### config.mk
export PLATFORM = sky130hd
export DESIGN_NAME = xgs_axis_line_monitor
export DESIGN_NICKNAME = d
export VERILOG_FILES = /design/src/rtl/xgs_axis_line_monitor.sv
export SDC_FILE = /design/constraint.sdc
export NUM_CORES = 2
export LEC_CHECK = 0
export ABC_AREA = 1
export BUFFER_PORTS_ARGS = -buffer_cell sky130_fd_sc_hd__buf_2
export CAP_MARGIN = 20
export CELL_PAD_IN_SITES_DETAIL_PLACEMENT = 0
export CELL_PAD_IN_SITES_GLOBAL_PLACEMENT = 1
export CORE_MARGIN = 2
export CORE_UTILIZATION = 53
export DETAILED_ROUTE_END_ITERATION = 8
export PLACE_DENSITY = 0.86
export SYNTH_ARGS = -nofsm -noshare
export SYNTH_HDL_FRONTEND = slang
export SYNTH_SLANG_ARGS = --single-unit
### constraint.sdc
create_clock -name sclk -period 11.3 [get_ports sclk]
set_input_delay 3.39 -clock sclk [delete_from_list [all_inputs] [get_ports sclk]]
set_output_delay 3.39 -clock sclk [all_outputs]
set_load 0.01 [all_outputs]
### src/rtl/xgs_axis_line_monitor.sv
// rtl/xgs_axis_line_monitor.sv - passive AXI4-Stream video line tap with per-line beat count/checksum record FIFO
module xgs_axis_line_monitor #(
  parameter int TDATA_WIDTH = 64,
  parameter int FIFO_DEPTH  = 16,
  parameter int CNT_WIDTH   = 16
) (
  input  logic                   sclk,
  input  logic                   srst,
  input  logic                   s_axis_tvalid,
  input  logic                   s_axis_tready,
  input  logic [TDATA_WIDTH-1:0] s_axis_tdata,
  input  logic                   s_axis_tuser,
  input  logic                   s_axis_tlast,
  output logic                   rec_valid,
  input  logic                   rec_ready,
  output logic [CNT_WIDTH-1:0]   rec_line_idx,
  output logic [CNT_WIDTH-1:0]   rec_beat_cnt,
  output logic [31:0]            rec_checksum,
  output logic                   rec_sof,
  output logic                   rec_err,
  output logic [31:0]            frame_cnt,
  output logic                   overflow,
  input  logic                   clr_status
);
  localparam int LANES = TDATA_WIDTH / 32;
  localparam int AW    = $clog2(FIFO_DEPTH);
  localparam int RW    = 2 * CNT_WIDTH + 34;
  localparam logic [0:0] S_IDLE = 1'b0;
  localparam logic [0:0] S_LINE = 1'b1;

  logic [0:0]           r_state;
  logic                 r_acc_has;
  logic [CNT_WIDTH-1:0] r_beat_cnt;
  logic [CNT_WIDTH-1:0] r_line_idx;
  logic [31:0]          r_csum;
  logic [31:0]          r_frame_cnt;
  logic                 r_overflow;
  logic [RW-1:0]        r_mem [FIFO_DEPTH];
  logic [AW-1:0]        r_wr_ptr;
  logic [AW-1:0]        r_rd_ptr;
  logic [AW:0]          r_count;

  logic                 w_beat;
  logic [31:0]          w_beat_sum;
  logic [0:0]           w_state_nx;
  logic                 w_acc_has_nx;
  logic [CNT_WIDTH-1:0] w_beat_nx;
  logic [CNT_WIDTH-1:0] w_line_nx;
  logic [31:0]          w_csum_nx;
  logic                 w_sof_seen;
  logic [1:0]           w_n_push;
  logic [RW-1:0]        w_rec_a;
  logic [RW-1:0]        w_rec_b;
  logic [RW-1:0]        w_rec_close;
  logic                 w_pop;
  logic [AW+1:0]        w_free;
  logic                 w_acc_a;
  logic                 w_acc_b;
  logic                 w_drop;
  logic [1:0]           w_n_acc;
  logic [RW-1:0]        w_head;

  assign w_beat = s_axis_tvalid && s_axis_tready;

  always_comb begin
    w_beat_sum = 32'd0;
    for (int i = 0; i < LANES; i++) w_beat_sum = w_beat_sum + s_axis_tdata[i*32 +: 32];
  end

  // A truncating SOF that also carries tlast yields two records in one cycle: slot a then b.
  always_comb begin
    w_state_nx   = r_state;
    w_acc_has_nx = r_acc_has;
    w_beat_nx    = r_beat_cnt;
    w_line_nx    = r_line_idx;
    w_csum_nx    = r_csum;
    w_sof_seen   = 1'b0;
    w_n_push     = 2'd0;
    w_rec_a      = '0;
    w_rec_b      = '0;
    w_rec_close  = '0;
    if (w_beat && s_axis_tuser) begin
      w_sof_seen = 1'b1;
      if (r_state == S_LINE && r_acc_has) begin
        w_rec_a  = {r_line_idx, r_beat_cnt, r_csum, (r_line_idx == '0), 1'b1};
        w_n_push = 2'd1;
      end
      w_state_nx   = S_LINE;
      w_line_nx    = '0;
      w_beat_nx    = CNT_WIDTH'(1);
      w_csum_nx    = w_beat_sum;
      w_acc_has_nx = 1'b1;
    end else if (w_beat && r_state == S_LINE) begin
      w_beat_nx    = r_beat_cnt + CNT_WIDTH'(1);
      w_csum_nx    = r_csum + w_beat_sum;
      w_acc_has_nx = 1'b1;
    end
    if (w_beat && (s_axis_tuser || r_state == S_LINE) && s_axis_tlast) begin
      w_rec_close = {w_line_nx, w_beat_nx, w_csum_nx, (w_line_nx == '0), 1'b0};
      if (w_n_push == 2'd0) w_rec_a = w_rec_close;
      else                  w_rec_b = w_rec_close;
      w_n_push     = w_n_push + 2'd1;
      w_line_nx    = w_line_nx + CNT_WIDTH'(1);
      w_beat_nx    = '0;
      w_csum_nx    = 32'd0;
      w_acc_has_nx = 1'b0;
    end
  end

  // A pop in the same cycle frees a slot for the incoming record, even when full.
  assign w_pop   = (r_count != '0) && rec_ready;
  assign w_free  = (AW+2)'(FIFO_DEPTH) - (AW+2)'(r_count) + (AW+2)'(w_pop);
  assign w_acc_a = (w_n_push != 2'd0) && (w_free != '0);
  assign w_acc_b = (w_n_push == 2'd2) && (w_free >= (AW+2)'(2));
  assign w_drop  = ((w_n_push != 2'd0) && !w_acc_a) || ((w_n_push == 2'd2) && !w_acc_b);
  assign w_n_acc = {1'b0, w_acc_a} + {1'b0, w_acc_b};

  always_ff @(posedge sclk) begin
    if (srst) begin
      r_state     <= S_IDLE;
      r_acc_has   <= 1'b0;
      r_beat_cnt  <= '0;
      r_line_idx  <= '0;
      r_csum      <= 32'd0;
      r_frame_cnt <= 32'd0;
      r_overflow  <= 1'b0;
      r_wr_ptr    <= '0;
      r_rd_ptr    <= '0;
      r_count     <= '0;
    end else begin
      r_state     <= w_state_nx;
      r_acc_has   <= w_acc_has_nx;
      r_beat_cnt  <= w_beat_nx;
      r_line_idx  <= w_line_nx;
      r_csum      <= w_csum_nx;
      r_frame_cnt <= (clr_status ? 32'd0 : r_frame_cnt) + 32'(w_sof_seen);
      r_overflow  <= (r_overflow && !clr_status) || w_drop;
      r_wr_ptr    <= r_wr_ptr + AW'(w_n_acc);
      r_rd_ptr    <= r_rd_ptr + AW'(w_pop);
      r_count     <= r_count + (AW+1)'(w_n_acc) - (AW+1)'(w_pop);
    end
  end

  always_ff @(posedge sclk) begin
    if (w_acc_a) r_mem[r_wr_ptr] <= w_rec_a;
    if (w_acc_b) r_mem[r_wr_ptr + AW'(1)] <= w_rec_b;
  end

  assign w_head    = r_mem[r_rd_ptr];
  assign rec_valid = (r_count != '0);
  assign {rec_line_idx, rec_beat_cnt, rec_checksum, rec_sof, rec_err} = rec_valid ? w_head : '0;
  assign frame_cnt = r_frame_cnt;
  assign overflow  = r_overflow;
endmodule

# --- Word level (Yosys, flattened, before mapping) ---
# Memories as Yosys holds them, arrays and structs flattened. A register that Yosys moved wholly into a read port is not among the register bits.
# Index checks and enable logic that the tools add are counted.
word_totals:
  register_bits: 112
  ram_bits: 1056
  in_bits: 72
  out_inout_bits: 100
  elab_cells: 78
  n_memories: 1
mem_list:
  columns: ["name", "depth", "word_bits", "read_ports", "rd_ports_with_merged_regs", "write_ports", "line", "rtl"]
  rows:
  - ["r_mem", 16, 66, 1, 1, 2, "38", "logic [RW-1:0] r_mem [FIFO_DEPTH];"]
classes:
  add_sub_neg: 14
  order_cmp: 1
  eq_ne: 1
  mux: 25
  n_reduce_logical: 26
op_table:
  columns: ["cell", "n"]
  rows:
  - ["66-bit two-way mux", 7]
  - ["32-bit two-way mux", 3]
  - ["32-bit adder", 2]
  - ["16-bit two-way mux", 4]
  - ["16-bit by 1-bit adder with 16-bit output (second input constant)", 2]
  - ["32-bit by 1-bit adder with 32-bit output", 1]
  - ["16-bit zero test", 2]
  - ["1-bit logical AND", 12]
  - ["1-bit two-way mux", 9]
  - ["6-bit by 1-bit adder with 6-bit output", 1]
  - ["6-bit by 2-bit greater-or-equal comparator with 1-bit output (second input constant)", 1]
  - ["6-bit nonzero test", 1]
  - ["5-bit by 5-bit subtractor with 6-bit output (first input constant)", 1]
  - ["5-bit by 2-bit adder with 5-bit output", 1]
  - ["5-bit nonzero test", 1]
  - ["5-bit by 1-bit subtractor with 5-bit output", 1]
  - ["4-bit by 1-bit adder with 4-bit output", 1]
  - ["4-bit by 1-bit adder with 4-bit output (second input constant)", 1]
  - ["4-bit by 2-bit adder with 4-bit output", 1]
  - ["4-bit two-way mux", 1]
  - ["2-bit nonzero test", 2]
  - ["1-bit zero test", 3]
  - ["1-bit logical OR", 3]
  - ["1-bit by 1-bit adder with 2-bit output", 1]
  - ["5 further kinds", 5]

# --- Logic depth before layout (Yosys ltp) ---
logic_depth:
  ltp_word: 11
  mapped_depth: 33

# --- Least setup slack after synthesis ---
# OpenSTA, ideal clock, no wires.
synth_path:
  path_type: "input-to-reg"
  startpoint: "input s_axis_tdata[0]"
  endpoint: "memory r_mem[10][28] in the netlist's numbering (data pin)"
  setup_ns: 0.253
  t_arrival_ns: 7.063
  t_required_ns: 11.047
  slack_ns: 3.984
  stages: 29
  path_buffers: 2
  path_cell_list: "ha_1 fa_1 nand2_1 inv_1 nand2_1 nand2_2 a21boi_2 o21ai_2 nand4_1 nand3_1 or2_2 nand2_1 clkinv_1 clkbuf_1 ha_1 nand2_1 nor2_1 nand2_1 nor4_1 nand2_1 nand2_1 nand2_1 nand3_1 o211ai_1 nand3_1 nand2_1 buf_2 nand2_1 nand2_1"
synth_lines:
  columns: ["element", "line", "rtl"]
  rows:
  - ["from (decl)", "11", "input logic [TDATA_WIDTH-1:0] s_axis_tdata,"]
  - ["to (decl)", "38", null]

==> out/qor.yml <==
chipHeight_um: 339
clkTransAtPathRegs_ps: 60
area_growth_pct: 9.41
grt.total_usage_pct: 36.5
clockBufferDepth: 3
cp-end-kind: "output pin"
antennaDiodeCount: 0
p_per_area_nw_per_um2: 177
final_antenna_net_count: 0
synthAdderAreaFrac_pct: 1.92
drc: 0
core_region_area_um2: 112000
rrSetupSlack_ps: 5650
cp-start-kind: "register"
cpPeakStageDelay_ps: 970
start_util_pct: 53.2
reg2reg_depth: 17
hold_viol: 0
rsz0062_at_grt: "no"
grt_pass1_vias: 49000
clkLatencyLatePin_ps: 730
synth_xor_area_share_pct: 0.537
ir_drop_uv: 144
cpMaxStageDelayCell: "buf_4"
die-area_um2: 115000
synth-compound-area-share_pct: 15.0
fin_crit_ps: 8340
layout-drive-gt1-share_pct: 8.60
pin_count: 172
drt_iter0_drc: 7180
cts-root-buf: "clkbuf_16"
syn_avg_cell_area_um2: 8.90
worstHoldStart: "r_mem[5][0]"
tightest_slew_ps: 1300
required_ps: 7910
maxCapViolCount: 0
cts_setup_buffers: 0
via_count: 51900
rows: 123
synth_top_family_by_area: "simple AND/OR/NAND/NOR gates"
final.period_utilization_pct: 73.8
crit_chain: "buf_4, buf_4, o21ai_0, o221ai_1, o211ai_1, a21oi_1, buf_2"
worst_slack_ps: 2960
post-dp-hpwl_mm: 117
min_to: "r_mem[5][0]"
grt_pass1_wl_mm: 315
grt_remaining_overflow: 0
critPathMostFrequentCell: "buf_4"
gp_congestion: 0.956
fill_cells: 9832
grt_max_degree: 229
fin_tns_setup_ps: 0
hold_buffers: 0
setup_viol: 0
syn-num-nets: 6856
antenna_found_initial: 4
numCtsBuffers: 120
wl_per_cell_um: 26.4
synth-seq-cells: 1168
worstPathArrival_ps: 4950
fin_nets: 6733
min-delay-path-class: "reg2reg"
dp_slack_ps: 2810
critical_path_class: "reg2out"
syn_area_um2: 59600
die_w_um: 339
yosys-mux-area-fraction_pct: 0
skew_ps: 36.4
tritoncts: "built"
status: "finished, final reports clean"
via_per_inst: 6.35
r2r-end: "r_mem[6][37]"
rr_startpoint: "r_count[3]"
maxSlewViolCount: 0
ys_types: 60
post_cts_resized: 0
drt_wl_total_mm: 216
synth-simple-area-share_pct: 20.4
worstHoldPathCells: 2
clock_sink_count: 1168
io_buffer_count: 171
hold_ws_ps: 476
synthCells: 6695
first_pass_iters: 7
crit_path_start: "r_rd_ptr[0]"
ys_seq_area_share_pct: 56.7
leakage_uw: 0.0256
yosysWarnings: 0
max_slew_margin_pct: 13.3
timing.fmax_mhz: 120
worst-path-max-fanout: 103
cts_max_level: 3
==> cell usage after synthesis, drive strengths merged <==
cell type / count / area (µm²)
nand2: 1542 / 5810
nor2: 1251 / 4740
edfxtp: 1040 / 31200
o21ai: 726 / 3690
clkbuf: 364 / 1370
inv: 302 / 1130
o22ai: 226 / 1430
a21oi: 217 / 1100
o221ai: 184 / 1610
nand3: 173 / 876
buf: 151 / 757
dfxtp: 128 / 2560
o211ai: 91 / 683
ha: 85 / 1060
nor3: 52 / 275
nand4: 26 / 163
xor2: 25 / 241
nor4: 18 / 119
o21bai: 13 / 101
nand3b: 10 / 75.1
xnor2: 9 / 78.8
a31oi: 7 / 58.8
a21o: 6 / 45.0
clkinv: 6 / 22.5
o21a: 6 / 45.0
or2: 6 / 37.5
a211oi: 5 / 37.5
a22oi: 5 / 37.5
a21boi: 4 / 33.8
fa: 4 / 80.1
nor3b: 3 / 22.5
a221oi: 2 / 17.5
o2111ai: 2 / 17.5
a2111oi: 1 / 15.0
a31o: 1 / 8.76
and3: 1 / 6.26
o31ai: 1 / 7.51
o32ai: 1 / 8.76
or4: 1 / 7.51
==> kinds of logic after synthesis <==
| kind of cell | count (synthesis) |
|---|---|
| buffers and inverters | 823 |
| DFF | 1168 |
| AOI/OAI and AO/OA | 1498 |
| and+or+nand+nor | 3083 |
| xor gates and xnor gates | 34 |
| adders and majority gates | 89 |
==> state kept, by name, summed over array words and instances (netlist names), 4 cells and up <==
register	cells
r_line_idx	16
r_beat_cnt	16
r_mem	1056
r_csum	32
r_rd_ptr	4
r_count	5
r_wr_ptr	4
frame_cnt	32
==> worst max-delay path, delay by kind of cell, from the launching register on <==
family	cells	cell delay, ps
buf+inv	3	2010
compound gates	4	1270
flops	1	850
==> per-layer routing <==
metal	part of all wire, %	GRT usage [%]	up-vias
li1	-	-	22900
met2	45	57.5	3649
met1	37	47.9	24600
met3	13	7.64	734
met5	0.017	0	-
met4	5.6	18.7	6
==> stage by stage <==
stage | util (%) | area (µm²) | std cells | total power [µW]
2_1_floorplan | - | 59600 | 6695 | 6540
3_3_place_gp | 54.6 | 61200 | 7945 | 7420
3_5_place_dp | 54.6 | 61200 | 7945 | 7460
4_1_cts | 58.2 | 65200 | 8173 | 11500
5_1_grt | 58.2 | 65200 | 8178 | 11900
6_report | 58.2 | 65200 | 8178 | 11500
==> layout by cell type (no fill, tap or decap), drive strengths merged, types with 2 or more instances in the layout <==
master and count:
inv 305, o22ai 226, a31oi 7, dfxtp 128
nand2 1542, o21a 6, edfxtp 1040, ha 85
a221oi 2, clkbuf 158, o211ai 91, nor3 52
nor3b 3, a211oi 5, nand4 26, nor4 18
xor2 25, a21o 6, a21boi 4, xnor2 9
o21ai 726, nand3b 10, a21oi 217, o2111ai 2
buf 270, fa 4, clkinv 58, nor2 1251
o21bai 13, nand3 173, or2 6, bufinv 14
a22oi 5, o221ai 184
==> layout make-up <==
type / count / area, µm² / area share [%]
Timing Repair Buffer: 270 / 1640 / 2.51
Inverter: 308 / 1170 / 1.80
Sequential cell: 1168 / 33800 / 51.8
Tap cell: 1500 / 1880 / 2.88
Clock inverter: 70 / 732 / 1.12
Clock buffer: 158 / 3290 / 5.04
Multi-Input combinational cell: 4704 / 22700 / 34.8
==> worst max path at each step <==
stage / endpoint / slack [ps]
2_1_floorplan: r_mem[10][28] / 3980
3_3_place_gp: r_mem[3][28] / 3000
3_5_place_dp: r_mem[15][28] / 2810
4_1_cts: rec_checksum[9] / 3130
5_1_grt: rec_checksum[9] / 2730
6_report: rec_checksum[9] / 2960
==> where the power goes <==
| group | internal (µW) | switching (µW) | leakage [µW] | total [µW] |
|---|---|---|---|---|
| registers | 4660 | 78.0 | 0.0125 | 4740 |
| clock network | 2360 | 1730 | 0.00197 | 4090 |
| logic | 760 | 1940 | 0.0111 | 2700 |
| total | 7780 | 3750 | 0.0256 | 11500 |
(Power assumes the default switching activity.)
